File: src/rtl/instruction_fetch_unit.sv
// IF stage: owns the PC, stalls on instruction-cache misses, applies EX redirects
// (deferring them until an outstanding miss completes) and loads the IF/ID register.
module instruction_fetch_unit #(
  parameter logic [31:0] RESET_VECTOR = 32'h0000_0000,
  parameter logic [31:0] NOP_INSTR    = 32'h0000_0013
) (
  input  logic        CLK,
  input  logic        RESET,
  input  logic        CACHE_BUSYWAIT,
  input  logic [31:0] CACHE_READDATA,
  input  logic        BRANCH_TAKEN,
  input  logic [31:0] BRANCH_TARGET,
  input  logic        STALL,
  output logic [31:0] CACHE_ADDRESS,
  output logic [31:0] IF_ID_PC,
  output logic [31:0] IF_ID_PC4,
  output logic [31:0] IF_ID_INSTRUCTION,
  output logic        IF_ID_VALID,
  output logic        FETCH_STALL
);

  typedef enum logic {FETCH, REDIRECT_PENDING} state_t;

  state_t      state_q, state_d;
  logic [31:0] pc_q, pc_d;
  logic [31:0] pend_q, pend_d;
  logic [31:0] ifpc_q, ifpc_d;
  logic [31:0] ifpc4_q, ifpc4_d;
  logic [31:0] ins_q, ins_d;
  logic        vld_q, vld_d;
  logic [31:0] tgt_al;

  assign tgt_al = {BRANCH_TARGET[31:2], 2'b00};

  always_comb begin
    state_d = state_q;
    pc_d    = pc_q;
    pend_d  = pend_q;
    ifpc_d  = ifpc_q;
    ifpc4_d = ifpc4_q;
    ins_d   = ins_q;
    vld_d   = vld_q;
    case (state_q)
      FETCH: begin
        if (BRANCH_TAKEN && !CACHE_BUSYWAIT) begin
          pc_d  = tgt_al;
          vld_d = 1'b0;
          ins_d = NOP_INSTR;
        end else if (BRANCH_TAKEN) begin
          // Hold PC so the cache can finish the miss it is servicing.
          pend_d  = tgt_al;
          state_d = REDIRECT_PENDING;
          vld_d   = 1'b0;
          ins_d   = NOP_INSTR;
        end else if (CACHE_BUSYWAIT) begin
          if (!STALL) begin
            vld_d = 1'b0;
            ins_d = NOP_INSTR;
          end
        end else if (!STALL) begin
          ifpc_d  = pc_q;
          ifpc4_d = pc_q + 32'd4;
          ins_d   = CACHE_READDATA;
          vld_d   = 1'b1;
          pc_d    = pc_q + 32'd4;
        end
      end
      default: begin
        if (!STALL) begin
          vld_d = 1'b0;
          ins_d = NOP_INSTR;
        end
        if (BRANCH_TAKEN) pend_d = tgt_al;
        // Data returned for the old PC is dropped; jump to the latest target.
        if (!CACHE_BUSYWAIT) begin
          pc_d    = BRANCH_TAKEN ? tgt_al : pend_q;
          state_d = FETCH;
        end
      end
    endcase
  end

  always_ff @(posedge CLK) begin
    if (!RESET) begin
      state_q <= FETCH;
      pc_q    <= RESET_VECTOR;
      pend_q  <= 32'h0;
      ifpc_q  <= 32'h0;
      ifpc4_q <= 32'h0;
      ins_q   <= NOP_INSTR;
      vld_q   <= 1'b0;
    end else begin
      state_q <= state_d;
      pc_q    <= pc_d;
      pend_q  <= pend_d;
      ifpc_q  <= ifpc_d;
      ifpc4_q <= ifpc4_d;
      ins_q   <= ins_d;
      vld_q   <= vld_d;
    end
  end

  assign CACHE_ADDRESS     = pc_q;
  assign IF_ID_PC          = ifpc_q;
  assign IF_ID_PC4         = ifpc4_q;
  assign IF_ID_INSTRUCTION = ins_q;
  assign IF_ID_VALID       = vld_q;
  assign FETCH_STALL       = CACHE_BUSYWAIT | (state_q == REDIRECT_PENDING);

endmodule

File: config.mk
export PLATFORM = sky130hd
export DESIGN_NAME = instruction_fetch_unit
export DESIGN_NICKNAME = d
export VERILOG_FILES = /design/src/rtl/instruction_fetch_unit.sv
export SDC_FILE = /design/constraint.sdc
export NUM_CORES = 1
export LEC_CHECK = 0
export ABC_AREA = 1
export CORE_ASPECT_RATIO = 0.75
export CORE_MARGIN = 10
export CORE_UTILIZATION = 44
export CTS_BUF_LIST = sky130_fd_sc_hd__clkbuf_8 sky130_fd_sc_hd__clkbuf_16
export DETAILED_ROUTE_END_ITERATION = 8
export PLACE_DENSITY = 0.77
export SYNTH_ARGS = -nofsm -noshare
export SYNTH_HDL_FRONTEND = slang
export SYNTH_SLANG_ARGS = --single-unit
File: constraint.sdc
create_clock -name CLK -period 1.56 [get_ports CLK]
set_clock_uncertainty 0.1 [all_clocks]
set_input_delay 0.312 -clock CLK [delete_from_list [all_inputs] [get_ports CLK]]
set_output_delay 0.312 -clock CLK [all_outputs]
set_load 0.1 [all_outputs]
# ---- Yosys cells after proc, flatten, opt, wreduce, memory -nomap -nowiden
# Index checks and enable logic that the tools add are counted.
dict set report op_classes {
  n_reduce_logical 4
  addsub 1
  n_eq_ne 6
  mux 25
  bitwise_logic 6
}
# op count
set ops {}
lappend ops {{32-bit 2-to-1 mux} 15}
lappend ops {{32-bit by 3-bit adder with 32-bit output, second input constant} 1}
lappend ops {{1-bit 2-to-1 mux} 10}
lappend ops {{3-bit by 1-bit inequality test with 1-bit output, second input constant} 3}
lappend ops {{5-bit by 3-bit inequality test with 1-bit output, second input constant} 1}
lappend ops {{1-bit NOT} 5}
lappend ops {{5-bit AND reduction} 1}
lappend ops {{2-bit inequality test, second input constant} 2}
lappend ops {{4-bit AND reduction} 1}
lappend ops {{1-bit logical AND} 1}
lappend ops {{1-bit logical NOT} 1}
lappend ops {{1-bit bitwise OR} 1}
dict set report word_totals {
  output_inout_bits 130
  ff_bits 162
  input_bits 69
  elab_cells 49
}

# ---- Longest topological paths before layout
# Gate-level depths: netlist of the first run.
dict set report depth {
  ltp_word 6
  depth_mapped 10
}

# ---- Worst setup path before layout of the first run
# No wires, ideal clock.
dict set report synth_path {
  path_kind {reg2reg}
  from {register pc_q[2], in the netlist CACHE_ADDRESS[2]}
  to {register ifpc4_q[28], in the netlist IF_ID_PC4[28]}
  path_slack_ns -0.847
  period_less_slack_ns 2.407
  setup_ns 0.118
  path_stages_with_launch 11
  t_required_ns 1.342
  t_arrival_ns 2.189
  cell_sequence {dfxtp_1 -> ha_1 -> nand2_1 -> nor2_1 -> nand2_2 -> nor2_1 -> nand2_1 -> nand2_1 -> nand3_1 -> o211ai_1 -> inv_1}
}
dict set report synth_via {
  elab_chain_len 1
}
# element line_no
set synth_rtl {}
lappend synth_rtl {{start, declared} 25} ;# logic [31:0] pc_q, pc_d;
lappend synth_rtl {{start signal, assigned} 94} ;# pc_q <= pc_d;
lappend synth_rtl {{32-bit by 3-bit adder with 32-bit output} 62} ;# ifpc4_d = pc_q + 32'd4;
lappend synth_rtl {{end signal, assigned} 97} ;# ifpc4_q <= ifpc4_d;
lappend synth_rtl {{end, declared} 28} ;# logic [31:0] ifpc4_q, ifpc4_d;
# Every way passes these cells.
# A chain may end at the register's enable or synchronous reset.

# ---- Final worst setup path of the first run
dict set report layout_path {
  from {register pc_q[3], in the netlist CACHE_ADDRESS[3]}
  to {register pc_q[28], in the netlist CACHE_ADDRESS[28]}
}
dict set report layout_via {
  elab_chain_len 6
}
# element line_no
set layout_rtl {}
lappend layout_rtl {{32-bit by 3-bit adder with 32-bit output} 65} ;# pc_d = pc_q + 32'd4;
lappend layout_rtl {{32-bit 2-to-1 mux} 60} ;# end else if (!STALL) begin
lappend layout_rtl {{32-bit 2-to-1 mux} 55} ;# end else if (CACHE_BUSYWAIT) begin
lappend layout_rtl {{32-bit 2-to-1 mux} 49} ;# end else if (BRANCH_TAKEN) begin
lappend layout_rtl {{32-bit 2-to-1 mux} 45} ;# if (BRANCH_TAKEN && !CACHE_BUSYWAIT) begin
lappend layout_rtl {{32-bit 2-to-1 mux} 43} ;# case (state_q)
# Every way passes these cells. The select of a mux whose other input is x is not followed.

==> metrics.log, run 1 <==
[metrics] measured slew at the worst slew-check pin: 377.2 ps
[metrics] worst reg2reg setup slack: -220 ps
[metrics] routed metal-1 wirelength: 11,900 um
[metrics] Setup Crit Path Kind: register to register
[metrics] Final Max Tran Viols: 0
[metrics] Post-route DRC: 0
[metrics] Reg area: 3309 sq um
[metrics] sink count of the clock tree: 160
[metrics] via count normalized by instance count: 5.767
[metrics] clock period minus worst slack: 1784 ps
[metrics] failing checks: negative setup slack
[metrics] antenna violations before repair: 0
[metrics] root buffer selected by CTS: clkbuf_16
[metrics] number of synthesized register bits: 160
[metrics] clock tree from TritonCTS: yes
[metrics] DIE AREA: 22,060 sq um
[metrics] portion of the clock cycle consumed by the worst path in the final layout: 1.144
[metrics] cells taking the most area after synthesis: dfxtp_1 (44%), nand2_1 (12%), o21ai_0 (9.1%)
[metrics] worst slew slack as a fraction of its limit: 0.7459
[metrics] total routing usage reported by global routing: 0.2530
[metrics] pin count of the biggest net entering global routing: 62
[metrics] overflow left after global routing: 0
[metrics] VDD IR-drop max: 0.0007944 V
[metrics] fraction of final layout cells with drive strength greater than 1: 0.3473
[metrics] Synthesized Nets: 1,112
[metrics] clock insertion delay at the later pin of the skew report: 440 ps
[metrics] RSZ-0062 raised after global routing: true
[metrics] routed length on met3: 3954 um
[metrics] Power per Cell Area: 970.7 nW/um^2
[metrics] P_leak: 5.529 nW
[metrics] max-capacitance violation count: 0
[metrics] clock buffer depth: 2
[metrics] leading cell types in the layout, fill and taps excluded: nand2_1 (195), buf_12 (140), dfxtp_1 (127)
[metrics] Synth Area per Inst: 6.957 sq um
[metrics] cell count after synthesis: 1,042
[metrics] worst endpoint required time: 1800 ps
[metrics] number of enable flip-flop cells after synthesis: 0
[metrics] Hold Violations, Final: 0
[metrics] detail-routed net length per standard cell: 21.30 um
[metrics] detailed-placement wirelength estimate: 21,580 um
[metrics] H-tree depth: 4
[metrics] library cells used by synthesis: 39
[metrics] Critical Path Start Type: register
[metrics] number of rows in the core area: 40
[metrics] biggest fanout along the worst timing path: 4
[metrics] proportion of synthesized flip-flops having asynchronous set or reset: 0
[metrics] Multi-input gate area: 3954 sq um
[metrics] final weighted congestion in routability-driven placement: 0.9704
[metrics] clock transition at the register clock pins on the worst setup and hold paths after CTS: 60 ps
[metrics] TritonCTS buffer count: 17
[metrics] number of inserted filler cells in the final layout: 900
[metrics] f_max: 0.5605 GHz
[metrics] number of nets with antenna violations after detailed routing: 0
[metrics] top cell type by total area after synthesis: dfxtp_1
[metrics] post-synthesis instance area: 7249 sq um
[metrics] Antenna Cells: 0
[metrics] initial core utilization: 0.4512
[metrics] number of detailed-routing iterations run before antenna repair: 6
[metrics] worst hold-check slack: 178.7 ps
[metrics] first-pass GRT wire length: 45,410 um
[metrics] chip width: 168.2 um
[metrics] Total Nets Final: 1,418
[metrics] via count of the first global-routing pass: 8,427
[metrics] most common library cell in the layout ignoring fill and taps: nand2_1
[metrics] class of the most critical hold timing path: input port to register
[metrics] area of the core: 16,070 sq um
[metrics] # setup viols final: 57
[metrics] warnings from Yosys: 0
[metrics] Port Buffer Count: 196
[metrics] kind of end point of the critical path: register
[metrics] top layer reached by signal wires: met4
[metrics] top-area cell type share of the netlist area: 0.4418
[metrics] final wirelength: 33,410 um
[metrics] Die Y-Extent: 131.2 um
[metrics] layout overhead on the synthesized area: 80.84%
[metrics] post-layout total power: 0.01273 W
[metrics] Worst Path Arrival: 2030 ps
[metrics] vias after detailed routing: 9,049
[metrics] amount of wire on met2 after detailed routing: 16,180 um
[metrics] minimum setup slack in the final design: -224.2 ps
[metrics] detailed router's first-iteration violation count: 1,499
[metrics] sequential share of the synthesized area: 0.4418
[metrics] run status: complete, but fails checks
[metrics] ys flop type: dfxtp_1
[metrics] top-level port count: 199
[metrics] Worst Setup Slack post-DPL: -511.4 ps
## Yosys cell counts (all sizes together), types with 3 or more instances
cell type	n
nor2	149
o211a	3
nand3	41
o221ai	4
clkbuf	31
or2	5
buf	34
inv	81
dfxtp	160
nand3b	5
o22ai	3
a21oi	104
o211ai	11
a31oi	4
xor2	9
nand2	231
and2	5
o21ai	151
## timing repair
item	4_1_cts	5_1_grt
gates resized for setup	38	103
pin swaps	9	24
setup endpoints to repair	54	89
hold buffers	0	0
setup buffers	3	18
gates cloned	0	2
## sequential cells by signal, summed over array words and instances (netlist names)
register	count
CACHE_ADDRESS	32
IF_ID_INSTRUCTION	32
IF_ID_PC	32
IF_ID_PC4	30
IF_ID_VALID	1
pend_q	32
state_q	1
## cell type report
cell class / count / area share
repair buffers: 352 / 0.3570
multi-input cells: 736 / 0.3016
flip-flops and latches: 160 / 0.2524
clock buffers: 24 / 0.04066
inverters: 81 / 0.02405
well taps: 210 / 0.02004
clock inverters: 6 / 0.004199
## metal layers
metal  global-route usage  vias to the layer above
met3              0.07807                      153
met2               0.4260                      706
met5                    0                        -
li1                     -                     4014
met1               0.3012                     4176
met4              0.07529                        0
## cell families after synthesis
| group | share of synthesized area |
|---|---|
| AOI/OAI and AO/OA | 0.2061 |
| xor gates and xnor gates | 0.01329 |
| adders and majority gates | 0.001726 |
| buffers and inverters | 0.08388 |
| DFF | 0.4418 |
| and+or+nand+nor | 0.2532 |
## metrics by stage
step	util	instances	setup TNS [ps]	cell area, sq um
3_3_place_gp	0.7329	1517	-49970	11770
4_1_cts	0.7794	1549	-279.5	12520
2_1_floorplan	-	1042	-2459	7458
3_5_place_dp	0.7329	1517	-60270	11770
5_1_grt	0.8160	1569	-7571	13110
6_report	0.8160	1569	-4271	13110
## path summary, 6_finish.rpt
kind                          from                 to  depth (start not counted)
setup / recovery  CACHE_ADDRESS[3]  CACHE_ADDRESS[28]                          9
hold reg to reg          pend_q[1]          pend_q[1]                          2
setup reg to reg  CACHE_ADDRESS[3]  CACHE_ADDRESS[28]                          9
hold / removal      CACHE_BUSYWAIT            state_q                          3
## critical path: stages, from the launching register on
cell and delay [ps]:
dfxtp_4 380, ha_4 160, nand2_4 70, nor2_4 130, nand2_4 110, nor2_4 160, nand3_1 160, nand3_2 150
nand2_1 70, a21oi_1 190
## report_power, final
| part | switching (W) | internal (W) |
|---|---|---|
| Sequential | 0.000261 | 0.00433 |
| Clock | 0.00171 | 0.00252 |
| Combinational | 0.00244 | 0.00148 |
| Total | 0.00441 | 0.00832 |
No activity file was read; power rests on OpenSTA's default activity.
==> run 2: changes to the inputs <==
- MAX_ROUTING_LAYER: default -> met4
==> run 2 against run 1 <==
Against the previous run: the flow still finishes with violations (negative setup slack); sequential power about the same; global-route usage increased by 1.4 points; via count increased by 7.6%; register-to-register slack got worse by 240 ps; clock-buffer cell count decreased by 3; sequential share of layout area decreased by 1.0 points; first-iteration DRC count increased by 15%; worst setup slack got worse by 240 ps; die area unchanged; critical path type unchanged; largest power group is now the clock network.
==> metrics.log, run 2 (synthesis results as in run 1) <==
[metrics] busiest grt layer: met2 (unchanged)
[metrics] Total Nets Final: 1,434 (was 1,418)
[metrics] measured slew at the worst slew-check pin: 469.1 ps (was 377.2 ps)
[metrics] Hold Violations, Final: 0 (unchanged)
[metrics] met1 global-route usage: 0.3250 (was 0.3012)
[metrics] total routing usage reported by global routing: 0.2673 (was 0.2530)
[metrics] number of rows in the core area: 40 (unchanged)
[metrics] Critical Path Start Type: register (unchanged)
[metrics] number of nets with antenna violations after detailed routing: 0 (unchanged)
[metrics] clock transition at the register clock pins on the worst setup and hold paths after CTS: 70 ps (was 60 ps)
[metrics] sink count of the clock tree: 160 (unchanged)
[metrics] run status: complete, but fails checks (unchanged)
[metrics] f_max: 0.4928 GHz (was 0.5605 GHz)
[metrics] failing checks: negative setup slack (unchanged)
[metrics] P_leak: 5.730 nW (was 5.529 nW)
[metrics] Crit Reg-Reg Endpoint: CACHE_ADDRESS[28] (unchanged)
[metrics] Post-route DRC: 0 (unchanged)
[metrics] # setup viols final: 63 (was 57)
[metrics] kind of end point of the critical path: register (unchanged)
[metrics] clock buffer depth: 2 (unchanged)
[metrics] worst slew slack as a fraction of its limit: 0.6873 (was 0.7459)
[metrics] clock period minus worst slack: 2029 ps (was 1784 ps)
[metrics] RSZ-0062 raised after global routing: true (unchanged)
[metrics] via count of the first global-routing pass: 8,550 (was 8,427)
[metrics] routing usage on met3: 0.06287 (was 0.07807)
[metrics] Setup Crit Path Kind: register to register (unchanged)
[metrics] count of cells along the worst register-to-register path: 8 (was 9)
[metrics] largest stage delay on the critical path: 400 ps (was 380 ps)
[metrics] biggest fanout along the worst timing path: 3 (was 4)
[metrics] Hold Path Sink: state_q (unchanged)
[metrics] met2 track demand over resource: 0.4310 (was 0.4260)
[metrics] post-route cell area: 13,650 sq um (was 13,110 sq um)
[metrics] number of buffers and inverters on the critical path: 0 (unchanged)
[metrics] DIE AREA: 22,060 sq um (unchanged)
[metrics] post-layout total power: 0.01351 W (was 0.01273 W)
[metrics] clock insertion delay at the later pin of the skew report: 450 ps (was 440 ps)
[metrics] clock tree from TritonCTS: yes (unchanged)
[metrics] detailed-placement wirelength estimate: 21,690 um (was 21,580 um)
[metrics] overflow left after global routing: 0 (unchanged)
[metrics] most common library cell in the layout ignoring fill and taps: nand2_1 (unchanged)
[metrics] instance area after placement: 11,800 sq um (was 11,770 sq um)
[metrics] minimum setup slack in the final design: -469.0 ps (was -224.2 ps)
[metrics] area of the core: 16,070 sq um (unchanged)
[metrics] class of the most critical hold timing path: input port to register (unchanged)
[metrics] Port Buffer Count: 196 (unchanged)
[metrics] Critical Path, Cell by Cell: nand2_1, nor2_1, nand2_1, nor2_2, nand3_1, nand3_2, nand2_2, a21oi_1 (was ha_4, nand2_4, nor2_4, nand2_4, nor2_4, nand3_1, nand3_2, nand2_1, a21oi_1)
[metrics] final wirelength: 37,600 um (was 33,410 um)
[metrics] top-level port count: 199 (unchanged)
[metrics] chip width: 168.2 um (unchanged)
[metrics] pin count of the biggest net entering global routing: 68 (was 62)
[metrics] portion of the clock cycle consumed by the worst path in the final layout: 1.301 (was 1.144)
[metrics] number of detailed-routing iterations run before antenna repair: 8 (was 6)
[metrics] max-capacitance violation count: 0 (unchanged)
[metrics] worst endpoint required time: 1770 ps (was 1800 ps)
[metrics] hold-critical path depth: 3 (unchanged)
[metrics] most repeated library cell on the critical path: nand2_1
[metrics] Die Y-Extent: 131.2 um (unchanged)
[metrics] via count normalized by instance count: 6.134 (was 5.767)
[metrics] Power per Cell Area: 989.5 nW/um^2 (was 970.7 nW/um^2)
[metrics] leading cell types in the layout, fill and taps excluded: nand2_1 (184), buf_12 (146), dfxtp_1 (127) (was nand2_1 (195), buf_12 (140), dfxtp_1 (127))
[metrics] Final Max Tran Viols: 0 (unchanged)
[metrics] first-pass GRT wire length: 46,630 um (was 45,410 um)
[metrics] detail-routed net length per standard cell: 23.68 um (was 21.30 um)
[metrics] TritonCTS buffer count: 17 (unchanged)
[metrics] layout overhead on the synthesized area: 88.28% (was 80.84%)
[metrics] hold path startpoint: CACHE_BUSYWAIT (unchanged)
[metrics] detailed router's first-iteration violation count: 1,718 (was 1,499)
[metrics] H-tree depth: 4 (unchanged)
[metrics] slowest stage cell, crit path: dfxtp_4 (unchanged)
[metrics] root buffer selected by CTS: clkbuf_16 (unchanged)
[metrics] antenna violations before repair: 1 (was 0)
[metrics] fraction of final layout cells with drive strength greater than 1: 0.3740 (was 0.3473)
[metrics] critical register-to-register path startpoint: CACHE_ADDRESS[15] (was CACHE_ADDRESS[3])
[metrics] worst reg2reg setup slack: -470 ps (was -220 ps)
[metrics] quantity of hold-fixing buffers added after cts: 0 (unchanged)
[metrics] vias after detailed routing: 9,741 (was 9,049)
[metrics] final weighted congestion in routability-driven placement: 1.007 (was 0.9704)
[metrics] VDD IR-drop max: 0.0008888 V (was 0.0007944 V)
[metrics] Worst Path Arrival: 2240 ps (was 2030 ps)
[metrics] initial core utilization: 0.4512 (unchanged)
[metrics] cell family with most CP delay: simple AND/OR/NAND/NOR gates (unchanged)
==> run 2: cell count changes in the layout (fill, tap and decap cells not counted), sizes merged <==
cell      before  now
buf          285  297
bufinv         1    3
diode          0    1
clkinv         1    3
nor2         149  150
clkinvlp       1    2
==> run 2: worst max path at each step <==
stage                           start                end  slack [ps]  depth (start not counted)
finish              CACHE_ADDRESS[15]  CACHE_ADDRESS[28]        -470                          8
global route        CACHE_ADDRESS[15]  CACHE_ADDRESS[28]        -560                          8
CTS                  CACHE_ADDRESS[3]  CACHE_ADDRESS[28]         -70                         10
detailed placement       BRANCH_TAKEN  CACHE_ADDRESS[21]        -530                          7
global placement         BRANCH_TAKEN  CACHE_ADDRESS[20]        -510                          7
floorplan            CACHE_ADDRESS[3]  CACHE_ADDRESS[20]        -120                          8
==> run 2: final cells by class <==
type                            count  area, sq um
Antenna cell                        1        2.502
Inverter                           81        317.8
Multi-Input combinational cell    737         4151
Tap cell                          210        262.8
Clock buffer                       21        514.2
Fill cell                         752         2416
Sequential cell                   160         3309
Clock inverter                     11        143.9
Timing Repair Buffer              367         4947
==> run 2: worst reg2reg max path, delay by kind of cell (launching register included) <==
kind / cells / cell delay [ps]
AND/OR/NAND/NOR: 7 / 1090
flip-flops: 1 / 400
AO/OA/AOI/OAI: 1 / 320
==> run 2: layer usage <==
layer,share of wire,up-vias
met3,0.13,291
met4,0.066,0
met1,0.35,4489
li1,-,4048
met2,0.46,913
met5,0,-
==> run 2: what timing repair did <==
action	in CTS	in global routing
pin swaps	19	45
setup endpoints to repair	39	73
gates resized for setup	47	145
cloned	0	7
buffers inserted	14	22
==> run 2: metrics by stage <==
| stage | instances | hold WS [ps] | setup TNS (ps) | utilization | worst slack [ps] |
|---|---|---|---|---|---|
| floorplan | 1042 | 318.8 | -2459 | - | -121.0 |
| global placement | 1514 | 329.4 | -47520 | 0.7346 | -509.6 |
| detailed placement | 1514 | 332.8 | -54920 | 0.7346 | -528.2 |
| CTS | 1560 | 147.5 | -1116 | 0.7938 | -73.10 |
| global route | 1588 | 167.0 | -9426 | 0.8496 | -556.9 |
| finish | 1588 | 149.4 | -7481 | 0.8496 | -469.0 |
==> run 2: report_power, final <==
part	switching [W]	internal, W
Combinational	0.00257	0.00157
Clock	0.00189	0.00285
Sequential	0.000292	0.00432
Total	0.00476	0.00875
==> run 3: changes to the inputs <==
- CTS_CLUSTER_SIZE: default -> 30
==> results of run 3 <==
No change in the layout: final DEF, timing and power equal those of run 2.
